[src/rtl/ps2_pkg.sv]
// ps2_pkg: shared definitions for the PS/2 host transmitter.
//   state_t         transmitter FSM states
//   DEF_*           default timing constants at 50 MHz
//   CNT_W           width of the saturating timer
//   FRAME_LEN       data bits + parity + stop shifted out per command byte
//   make_frame()    builds {stop, odd parity, data}
//   sat_inc()       saturating timer increment
package ps2_pkg;

  typedef enum logic [2:0] {
    IDLE,
    INHIBIT,
    REQ,
    BITS,
    ACK_WAIT,
    RELEASE,
    DONE,
    ERR
  } state_t;

  localparam int DEF_CLK_HZ         = 50000000;
  localparam int DEF_INHIBIT_CYCLES = 6000;    // 120 us
  localparam int DEF_START_TIMEOUT  = 750000;  // 15 ms
  localparam int DEF_XFER_TIMEOUT   = 100000;  // 2 ms
  localparam int DEF_FILTER_LEN     = 8;

  localparam int CNT_W = 20;

  localparam logic [3:0] FRAME_LEN = 4'd10;

  // Bit 0 goes out first; parity makes the count of ones in data+parity odd.
  function automatic logic [9:0] make_frame(input logic [7:0] data);
    return {1'b1, ~^data, data};
  endfunction

  function automatic logic [CNT_W-1:0] sat_inc(input logic [CNT_W-1:0] value);
    return (value == {CNT_W{1'b1}}) ? value : value + CNT_W'(1);
  endfunction

endpackage

[src/rtl/ps2_line_filter.sv]
// ps2_line_filter: conditions one raw PS/2 line.
//   clk    system clock
//   rst_n  asynchronous active-low reset (level presets to 1, the idle line)
//   pin    raw pin level, asynchronous to clk
//   level  filtered level: changes only after FILTER_LEN equal samples
//   fall   one-cycle strobe in the cycle level goes 1 -> 0
module ps2_line_filter #(
  parameter int FILTER_LEN = 8
) (
  input  logic clk,
  input  logic rst_n,
  input  logic pin,
  output logic level,
  output logic fall
);

  localparam int CW = $clog2(FILTER_LEN + 1);
  localparam logic [CW-1:0] CNT_LAST = CW'(FILTER_LEN - 1);

  logic [1:0]    sync_reg;
  logic [CW-1:0] cnt_reg;
  logic          level_reg;
  logic          fall_reg;

  always_ff @(posedge clk or negedge rst_n) begin
    if (!rst_n) begin
      sync_reg  <= 2'b11;
      cnt_reg   <= '0;
      level_reg <= 1'b1;
      fall_reg  <= 1'b0;
    end else begin
      sync_reg <= {sync_reg[0], pin};
      fall_reg <= 1'b0;
      // Any sample agreeing with the accepted level restarts the run, so
      // only an unbroken run of FILTER_LEN differing samples flips it.
      if (sync_reg[1] == level_reg) begin
        cnt_reg <= '0;
      end else if (cnt_reg == CNT_LAST) begin
        level_reg <= sync_reg[1];
        cnt_reg   <= '0;
        fall_reg  <= level_reg;
      end else begin
        cnt_reg <= cnt_reg + CW'(1);
      end
    end
  end

  assign level = level_reg;
  assign fall  = fall_reg;

endmodule

[src/rtl/ps2_host_tx.sv]
// ps2_host_tx: host-to-device PS/2 command transmitter.
//   CLOCK_50    system clock
//   RESET_N     asynchronous active-low reset
//   tx_data     byte to send, captured when tx_start is accepted in IDLE
//   tx_start    one-cycle request; ignored while tx_busy=1
//   tx_busy     high from the cycle after acceptance through DONE/ERR
//   tx_done     one-cycle pulse: frame sent and ACK seen, lines idle again
//   tx_error    one-cycle pulse: timeout or missing ACK
//   ps2_clk_in  raw PS2_CLK level
//   ps2_dat_in  raw PS2_DAT level
//   ps2_clk_oe  1 pulls PS2_CLK low
//   ps2_dat_oe  1 pulls PS2_DAT low
module ps2_host_tx
  import ps2_pkg::*;
#(
  parameter int CLK_HZ         = DEF_CLK_HZ,
  parameter int INHIBIT_CYCLES = DEF_INHIBIT_CYCLES,
  parameter int START_TIMEOUT  = DEF_START_TIMEOUT,
  parameter int XFER_TIMEOUT   = DEF_XFER_TIMEOUT,
  parameter int FILTER_LEN     = DEF_FILTER_LEN
) (
  input  logic       CLOCK_50,
  input  logic       RESET_N,
  input  logic [7:0] tx_data,
  input  logic       tx_start,
  output logic       tx_busy,
  output logic       tx_done,
  output logic       tx_error,
  input  logic       ps2_clk_in,
  input  logic       ps2_dat_in,
  output logic       ps2_clk_oe,
  output logic       ps2_dat_oe
);

  localparam logic [CNT_W-1:0] INH_LAST    = CNT_W'(INHIBIT_CYCLES - 1);
  localparam logic [CNT_W-1:0] START_LIMIT = CNT_W'(START_TIMEOUT);
  localparam logic [CNT_W-1:0] XFER_LIMIT  = CNT_W'(XFER_TIMEOUT);

  // CLK_HZ only documents the clock the timing constants were derived for.
  if (CLK_HZ <= 0) begin : g_clk_hz_invalid
  end

  logic clk_level;
  logic clk_fall;
  logic dat_level;
  logic dat_fall_unused;

  ps2_line_filter #(.FILTER_LEN(FILTER_LEN)) u_clk_filter (
    .clk   (CLOCK_50),
    .rst_n (RESET_N),
    .pin   (ps2_clk_in),
    .level (clk_level),
    .fall  (clk_fall)
  );

  ps2_line_filter #(.FILTER_LEN(FILTER_LEN)) u_dat_filter (
    .clk   (CLOCK_50),
    .rst_n (RESET_N),
    .pin   (ps2_dat_in),
    .level (dat_level),
    .fall  (dat_fall_unused)
  );

  state_t           state_reg,  state_next;
  logic [9:0]       frame_reg,  frame_next;
  logic [3:0]       bitcnt_reg, bitcnt_next;
  logic [CNT_W-1:0] timer_reg,  timer_next;
  logic             bit_reg,    bit_next;    // frame bit currently on DAT
  logic             ack_reg,    ack_next;    // DAT level captured at the ACK fall

  // State register
  always_ff @(posedge CLOCK_50 or negedge RESET_N) begin
    if (!RESET_N) begin
      state_reg  <= IDLE;
      frame_reg  <= '0;
      bitcnt_reg <= '0;
      timer_reg  <= '0;
      bit_reg    <= 1'b0;
      ack_reg    <= 1'b0;
    end else begin
      state_reg  <= state_next;
      frame_reg  <= frame_next;
      bitcnt_reg <= bitcnt_next;
      timer_reg  <= timer_next;
      bit_reg    <= bit_next;
      ack_reg    <= ack_next;
    end
  end

  // Next-state logic
  always_comb begin
    state_next  = state_reg;
    frame_next  = frame_reg;
    bitcnt_next = bitcnt_reg;
    timer_next  = timer_reg;
    bit_next    = bit_reg;
    ack_next    = ack_reg;

    case (state_reg)
      IDLE: begin
        if (tx_start) begin
          frame_next  = make_frame(tx_data);
          bitcnt_next = '0;
          timer_next  = '0;
          state_next  = INHIBIT;
        end
      end

      INHIBIT: begin
        if (timer_reg >= INH_LAST) begin
          timer_next = '0;
          state_next = REQ;
        end else begin
          timer_next = sat_inc(timer_reg);
        end
      end

      REQ: begin
        if (clk_fall) begin
          bit_next    = frame_reg[0];
          frame_next  = {1'b1, frame_reg[9:1]};
          bitcnt_next = 4'd1;
          timer_next  = '0;
          state_next  = BITS;
        end else if (timer_reg >= START_LIMIT) begin
          state_next = ERR;
        end else begin
          timer_next = sat_inc(timer_reg);
        end
      end

      BITS: begin
        if (timer_reg >= XFER_LIMIT) begin
          state_next = ERR;
        end else begin
          timer_next = sat_inc(timer_reg);
          if (clk_fall) begin
            if (bitcnt_reg == FRAME_LEN) begin
              // The device holds DAT low across this fall to acknowledge;
              // capture the level now and judge it in ACK_WAIT.
              ack_next   = dat_level;
              state_next = ACK_WAIT;
            end else begin
              bit_next    = frame_reg[0];
              frame_next  = {1'b1, frame_reg[9:1]};
              bitcnt_next = bitcnt_reg + 4'd1;
            end
          end
        end
      end

      ACK_WAIT: begin
        if (timer_reg >= XFER_LIMIT) begin
          state_next = ERR;
        end else begin
          timer_next = sat_inc(timer_reg);
          state_next = ack_reg ? ERR : RELEASE;
        end
      end

      RELEASE: begin
        if (timer_reg >= XFER_LIMIT) begin
          state_next = ERR;
        end else begin
          timer_next = sat_inc(timer_reg);
          if (clk_level && dat_level) begin
            state_next = DONE;
          end
        end
      end

      DONE:    state_next = IDLE;
      ERR:     state_next = IDLE;
      default: state_next = IDLE;
    endcase
  end

  // Output logic
  always_comb begin
    tx_busy    = 1'b0;
    tx_done    = 1'b0;
    tx_error   = 1'b0;
    ps2_clk_oe = 1'b0;
    ps2_dat_oe = 1'b0;

    case (state_reg)
      INHIBIT: begin
        tx_busy    = 1'b1;
        ps2_clk_oe = 1'b1;
        // Start bit goes low in the last inhibit cycle, while CLK is still held.
        ps2_dat_oe = (timer_reg >= INH_LAST);
      end
      REQ: begin
        tx_busy    = 1'b1;
        ps2_dat_oe = 1'b1;
      end
      BITS: begin
        tx_busy    = 1'b1;
        ps2_dat_oe = ~bit_reg;
      end
      ACK_WAIT: tx_busy = 1'b1;
      RELEASE:  tx_busy = 1'b1;
      DONE: begin
        tx_busy = 1'b1;
        tx_done = 1'b1;
      end
      ERR: begin
        tx_busy  = 1'b1;
        tx_error = 1'b1;
      end
      default: begin
      end
    endcase
  end

endmodule

[config.mk]
export PLATFORM = sky130hd
export DESIGN_NAME = ps2_host_tx
export DESIGN_NICKNAME = d
export VERILOG_FILES = /design/src/rtl/ps2_pkg.sv /design/src/rtl/ps2_line_filter.sv /design/src/rtl/ps2_host_tx.sv
export SDC_FILE = /design/constraint.sdc
export NUM_CORES = 1
export LEC_CHECK = 0
export BUFFER_PORTS_ARGS = -buffer_cell sky130_fd_sc_hd__buf_2
export CAP_MARGIN = 15
export CORE_MARGIN = 2
export CORE_UTILIZATION = 55
export CTS_CLUSTER_DIAMETER = 120
export CTS_CLUSTER_SIZE = 14
export DETAILED_ROUTE_END_ITERATION = 16
export MAX_ROUTING_LAYER = met4
export PLACE_DENSITY = 0.73
export SKIP_LAST_GASP = 1
export SLEW_MARGIN = 10
export SYNTH_ARGS = -nofsm -noshare
export SYNTH_HDL_FRONTEND = slang
export SYNTH_SLANG_ARGS = --single-unit
[constraint.sdc]
create_clock -name CLOCK_50 -period 5.1 [get_ports CLOCK_50]
set_input_delay 0.255 -clock CLOCK_50 [delete_from_list [all_inputs] [get_ports CLOCK_50]]
set_output_delay 0.255 -clock CLOCK_50 [all_outputs]
set_load 0.01 [all_outputs]
Word level (Yosys, flattened, before mapping)

Cells that the tools add are included.

$lt $le $gt $ge: 3
Equality and inequality tests: 25
Add/sub/neg operators: 4
Bitwise operators: 4
Multiplexer cells: 47
Reduce and logical (&&, ||, !) cells: 16

Operator list:

| operator                | number |
|---|---|
| $mux W20                | 6 |
| $pmux W20 S4            | 1 |
| $mux W10                | 5 |
| $mux W4                 | 9 |
| $pmux W10 S3            | 1 |
| $mux W3                 | 9 |
| $pmux W3 S7             | 1 |
| $add A20 B1 Y20 const B | 1 |
| $eq A20 B20 Y1 const B  | 1 |
| $ge A20 B13 Y1 const B  | 1 |
| $ge A20 B17 Y1 const B  | 1 |
| $ge A20 B20 Y1 const B  | 1 |
| $add A4 B1 Y4 const B   | 3 |
| $eq A3 B3 Y1 const B    | 4 |
| $pmux W4 S3             | 1 |
| $reduce_and A6 Y1       | 2 |
| $mux W1                 | 10 |
| $ne A2 B2 Y1 const B    | 5 |
| $ne A3 B2 Y1 const B    | 3 |
| $eq A4 B3 Y1 const B    | 2 |
| $reduce_and A4 Y1       | 2 |
| $reduce_xnor A8 Y1      | 1 |
| $reduce_or A7 Y1        | 1 |
| $eq A3 B2 Y1 const B    | 2 |
| 18 further kinds        | 26 |

Output and inout port bits: 5
Flip-flop bits (word level): 54
Input port bits: 13
Logic and storage cells: 112

Depth between registers and ports, before layout

Depth in word-level cells: 5
Depth in mapped cells: 9
Depth with buffers taken out: 8

By module

From an unflattened synthesis, not the netlist that was laid out.

Cell total of the unflattened synthesis: 349
Area total of the unflattened synthesis: 3153.0 sq um

Modules (own cells, without submodules):

| module          | cells an instance | sequential area each (sq um) | times used | area each (sq um) |
|---|---|---|---|---|
| ps2_host_tx     | 307               | 975.9                        | 1          | 2529.9 |
| ps2_line_filter | 21                | 203.9                        | 2          | 311.5 |

Worst setup path after synthesis

OpenSTA, ideal clock, no wires.

Path type: register to output
From: register timer_reg[0]
To: output ps2_dat_oe
Slack: 3.105 ns
Arrival time: 1.740 ns
Buffers on the path: 0
Stages on the path, launching flop included: 7
Path through: dfrtp_1 ha_1 nand3_1 a2111oi_0 a211o_1 a21oi_1 a311oi_1

Word-level cells in the longest chain between the ends: 2

RTL lines:

| element                | RTL line           | RTL |
|---|---|---|
| start, declared        | ps2_host_tx.sv:67  | `logic [CNT_W-1:0] timer_reg, timer_next;` |
| start signal, assigned | ps2_host_tx.sv:84  | `timer_reg <= timer_next;` |
| $ge A20 B13 Y1         | ps2_host_tx.sv:191 | `ps2_dat_oe = (timer_reg >= INH_LAST);` |
| $pmux W1 S3            | ps2_host_tx.sv:186 | `case (state_reg)` |
| end, declared          | ps2_host_tx.sv:32  | `output logic ps2_dat_oe` |

No other way between the ends.

Final worst setup path

From: register state_reg[2]
To: register timer_reg[11]

Word-level cells in the longest chain between the ends: 4

RTL lines:

| element                                                      | RTL line          | RTL |
|---|---|---|
| start, declared                                              | ps2_host_tx.sv:64 | `state_t state_reg, state_next;` |
| start signal, assigned                                       | ps2_host_tx.sv:81 | `state_reg <= state_next;` |
| $eq A3 B3 Y1 or $eq A3 B2 Y1 (tied branches)                 | ps2_host_tx.sv:99 | `case (state_reg)` |
| $reduce_or A3 Y1 (no line)                                   | -                 |  |
| $ne A2 B2 Y1 (no line) or $reduce_bool A4 Y1 (tied branches) | -                 |  |
| $reduce_and A4 Y1 (no line)                                  | -                 |  |

Several ways; a longest one is shown, not always the timed one.
A chain may end at the register's enable or synchronous reset.

==> summary.txt <==
Status: finished, final reports clean
Number of clock buffers inserted by TritonCTS: 5
Drt first-iter violations: 244
Port Buffers: 17
I/O pin total: 18
Clock latency reported for the late side of the worst-skew pair: 0.31 ns
CP Max Fanout: 33
Post-synthesis cell type count: 59
Min-Delay Path Class: in2reg
Height of the die: 80.33 µm
Relative area change from synthesis to final layout: 4.373%
Static leakage power: 1.403 nW
Total GRT Usage: 22.98%
Worst EP required: 5.35 ns
Critical Path End Type: register
Total number of vias: 2590
Clock-pin slew of the registers on the worst-case setup and hold paths: 0.09 ns
Number of synthesized flops with an enable pin: 0
Max-cap check violation count: 0
Area of the die: 6453 µm²
Cells resized by post-CTS repair: 0
Count of endpoints failing hold in the final timing report: 0
CORE AREA: 5574 µm²
TritonCTS clock tree: built
Data arrival, critical path: 3.21 ns
NumNets Final: 376
Largest area contributor in the synthesized netlist: sky130_fd_sc_hd__dfrtp_1
Most common cell after layout, fill and taps aside: sky130_fd_sc_hd__dfrtp_1
Post-Synthesis Net Count: 374
Worst Path Class, Setup: reg2reg
Highest-count cells in the layout ignoring fill and taps: sky130_fd_sc_hd__dfrtp_1 (48), sky130_fd_sc_hd__nand2_1 (38), sky130_fd_sc_hd__a21oi_1 (30), sky130_fd_sc_hd__nor2_1 (25), sky130_fd_sc_hd__o21ai_0 (21)
Yosys synthesis warning count: 0
Slew Limit Headroom: 33.11%
Fraction of registers with async set or reset after synthesis: 100.0%
Remaining global-route overflow: 0
Routed wire length per instance: 15.52 µm
Final clock period utilization by the worst path: 57.96%
Via count normalized by instance count: 6.023
DP Wirelength: 4641 µm
Number of standard cells in the final layout excluding fillers: 430
Starting Density: 57.49%
Achievable clock frequency: 338.3 MHz
Portion of netlist area occupied by mux cells: 3.905%
Netlist area before placement: 3204 µm²
Antenna Cells: 0
Largest family of logic cells by synthesized area: simple AND/OR/NAND/NOR gates
Crit path time final: 2.956 ns
Core Rows: 27
First-pass GRT wire length: 11390 µm
Fraction of post-synthesis cell area in the top cell type by area: 37.49%
Weighted congestion at the end of routability-driven global placement: 0.9039
Number of global-route vias before repair: 2461
IR drop worst, VDD: 0.2064 mV
Gate count after technology mapping: 355
DRC violations left: 0
Xor/xnor share of the synthesized area: 3.280%
Overall power of the completed layout: 1.442 mW
Horizontal die dimension: 80.33 µm
Maximum root-to-sink buffer count: 2
Power density relative to cell area: 431.1 nW/µm²
# H-tree levels: 2
Compound-Gate Fraction of Synth Area: 21.01%
Antenna violations before repair: 0
Flip-flop cell with the highest count after synthesis: sky130_fd_sc_hd__dfrtp_1
Flip-flop and latch area: 1359 µm²
Worst-case clock skew: 0.008009 ns
Iteration count of the initial detailed-routing pass: 5
Synth Area in Adders: 2.343%
Sequential fraction of the synthesis area: 42.41%
Total setup buffers inserted after CTS: 0
Finish-stage setup viols: 0
Synth area leaders: sky130_fd_sc_hd__dfrtp_1 (37%), sky130_fd_sc_hd__dfstp_2 (4.9%), sky130_fd_sc_hd__a21oi_1 (4.7%), sky130_fd_sc_hd__nand2_1 (4.5%), sky130_fd_sc_hd__o21ai_0 (3.3%)
Post-Synth Simple-Gate Area: 21.75%
Number of filler instances in the final layout: 516
Flop and latch count out of synthesis: 54
Max reg flops: 20
Root buf cell: sky130_fd_sc_hd__clkbuf_8
Final design utilization: 60.00%
Setup repair after global routing missed its margin: false
Worst slew pin tran: 1.003 ns
# hold bufs at CTS: 0
Final-report max-slew violation count: 0
Share of final-layout standard cells stronger than drive strength 1: 13.97%
Footprint of the multi-input gates: 1675 µm²
Number of placed instances with taps included: 422
Sum of routed wire length over all layers: 6675 µm
Avg Synthesized Cell Area: 9.026 µm²
Total negative setup slack: 0 ns
Element type at the critical path start: register
Maximum number of pins on one net before global-route repair: 55
Number of nets with antenna violations after routing: 0
Clock sink count: 54
[worst max-delay path: stages (launching register included)]
cell and delay [ns]:
sky130_fd_sc_hd__dfrtp_1 0.62, sky130_fd_sc_hd__nand2b_1 0.60, sky130_fd_sc_hd__nor3_1 0.13, sky130_fd_sc_hd__nand3_1 0.09, sky130_fd_sc_hd__and4_1 0.85, sky130_fd_sc_hd__and2_1 0.42, sky130_fd_sc_hd__a22o_1 0.18
[metal layers]
layer	routed length (µm)	track usage [%]	vias to the layer above
met5	0	-	-
met4	85	5.254	0
met3	285	4.607	9
met2	3171	37.33	68
met1	3132	29.96	1236
li1	-	-	1277
[through the flow]
step                      setup WS, ns  hold slack [ns]  instance area [µm²]
final                            2.144          0.03783                 3344
after CTS                        2.167          0.03103                 3344
after floorplan                  3.105         -0.04059                 3204
after global routing             1.842          0.01653                 3344
after detailed placement         2.174           0.3478                 3262
after global placement           2.257           0.3461                 3262
[power by group]
group / internal [mW] / switching (mW) / leakage, nW
clock: 0.0957 / 0.141 / 0.0450
sequential: 0.531 / 0.124 / 0.700
combinational: 0.230 / 0.321 / 0.659
total: 0.857 / 0.585 / 1.40
[Yosys cell counts (6+ instances only)]
library cell              instances
sky130_fd_sc_hd__a21oi_1         30
sky130_fd_sc_hd__buf_2           12
sky130_fd_sc_hd__dfrtp_1         48
sky130_fd_sc_hd__dfstp_2          6
sky130_fd_sc_hd__ha_1             6
sky130_fd_sc_hd__inv_1           10
sky130_fd_sc_hd__mux2i_1          8
sky130_fd_sc_hd__nand2_1         38
sky130_fd_sc_hd__nand3_1         15
sky130_fd_sc_hd__nor2_1          25
sky130_fd_sc_hd__nor3_1          18
sky130_fd_sc_hd__o21ai_0         21
sky130_fd_sc_hd__o21ai_1          6
sky130_fd_sc_hd__xnor2_1         10
[cell type report]
| type | instances | area share (%) |
|---|---|---|
| clock buffer | 6 | 2.170 |
| clock inverter | 2 | 0.2993 |
| inverter | 10 | 1.122 |
| multi-input combinational | 267 | 50.09 |
| sequential | 54 | 40.63 |
| tap | 72 | 2.694 |
| timing repair buffer | 19 | 2.993 |
[logic make-up after synthesis]
| kind of cell | count (synthesis) |
|---|---|
| buffers and inverters | 34 |
| flip-flops | 54 |
| XOR/XNOR | 12 |
| AO/OA/AOI/OAI | 100 |
| adder cells (fa/ha/maj) | 6 |
| AND/OR/NAND/NOR | 137 |
| multiplexers | 12 |
[final timing paths]
kind                                                    start                                 end  slack (ns)  cells after the start
setup / recovery                     state_reg[2]$_DFFE_PN0P_           timer_reg[11]$_DFFE_PN0P_        2.14                      6
hold / removal                                     ps2_clk_in  u_clk_filter.sync_reg[0]$_DFF_PN1_        0.04                      1
setup reg to reg                     state_reg[2]$_DFFE_PN0P_           timer_reg[11]$_DFFE_PN0P_        2.14                      6
hold reg to reg            u_clk_filter.sync_reg[0]$_DFF_PN1_  u_clk_filter.sync_reg[1]$_DFF_PN1_        0.36                      0
max in group asynchronous                             RESET_N            state_reg[0]$_DFFE_PN0P_        4.58                      2
min in group asynchronous                             RESET_N            timer_reg[2]$_DFFE_PN0P_        0.05                      2
No activity file was read; power rests on OpenSTA's default activity.
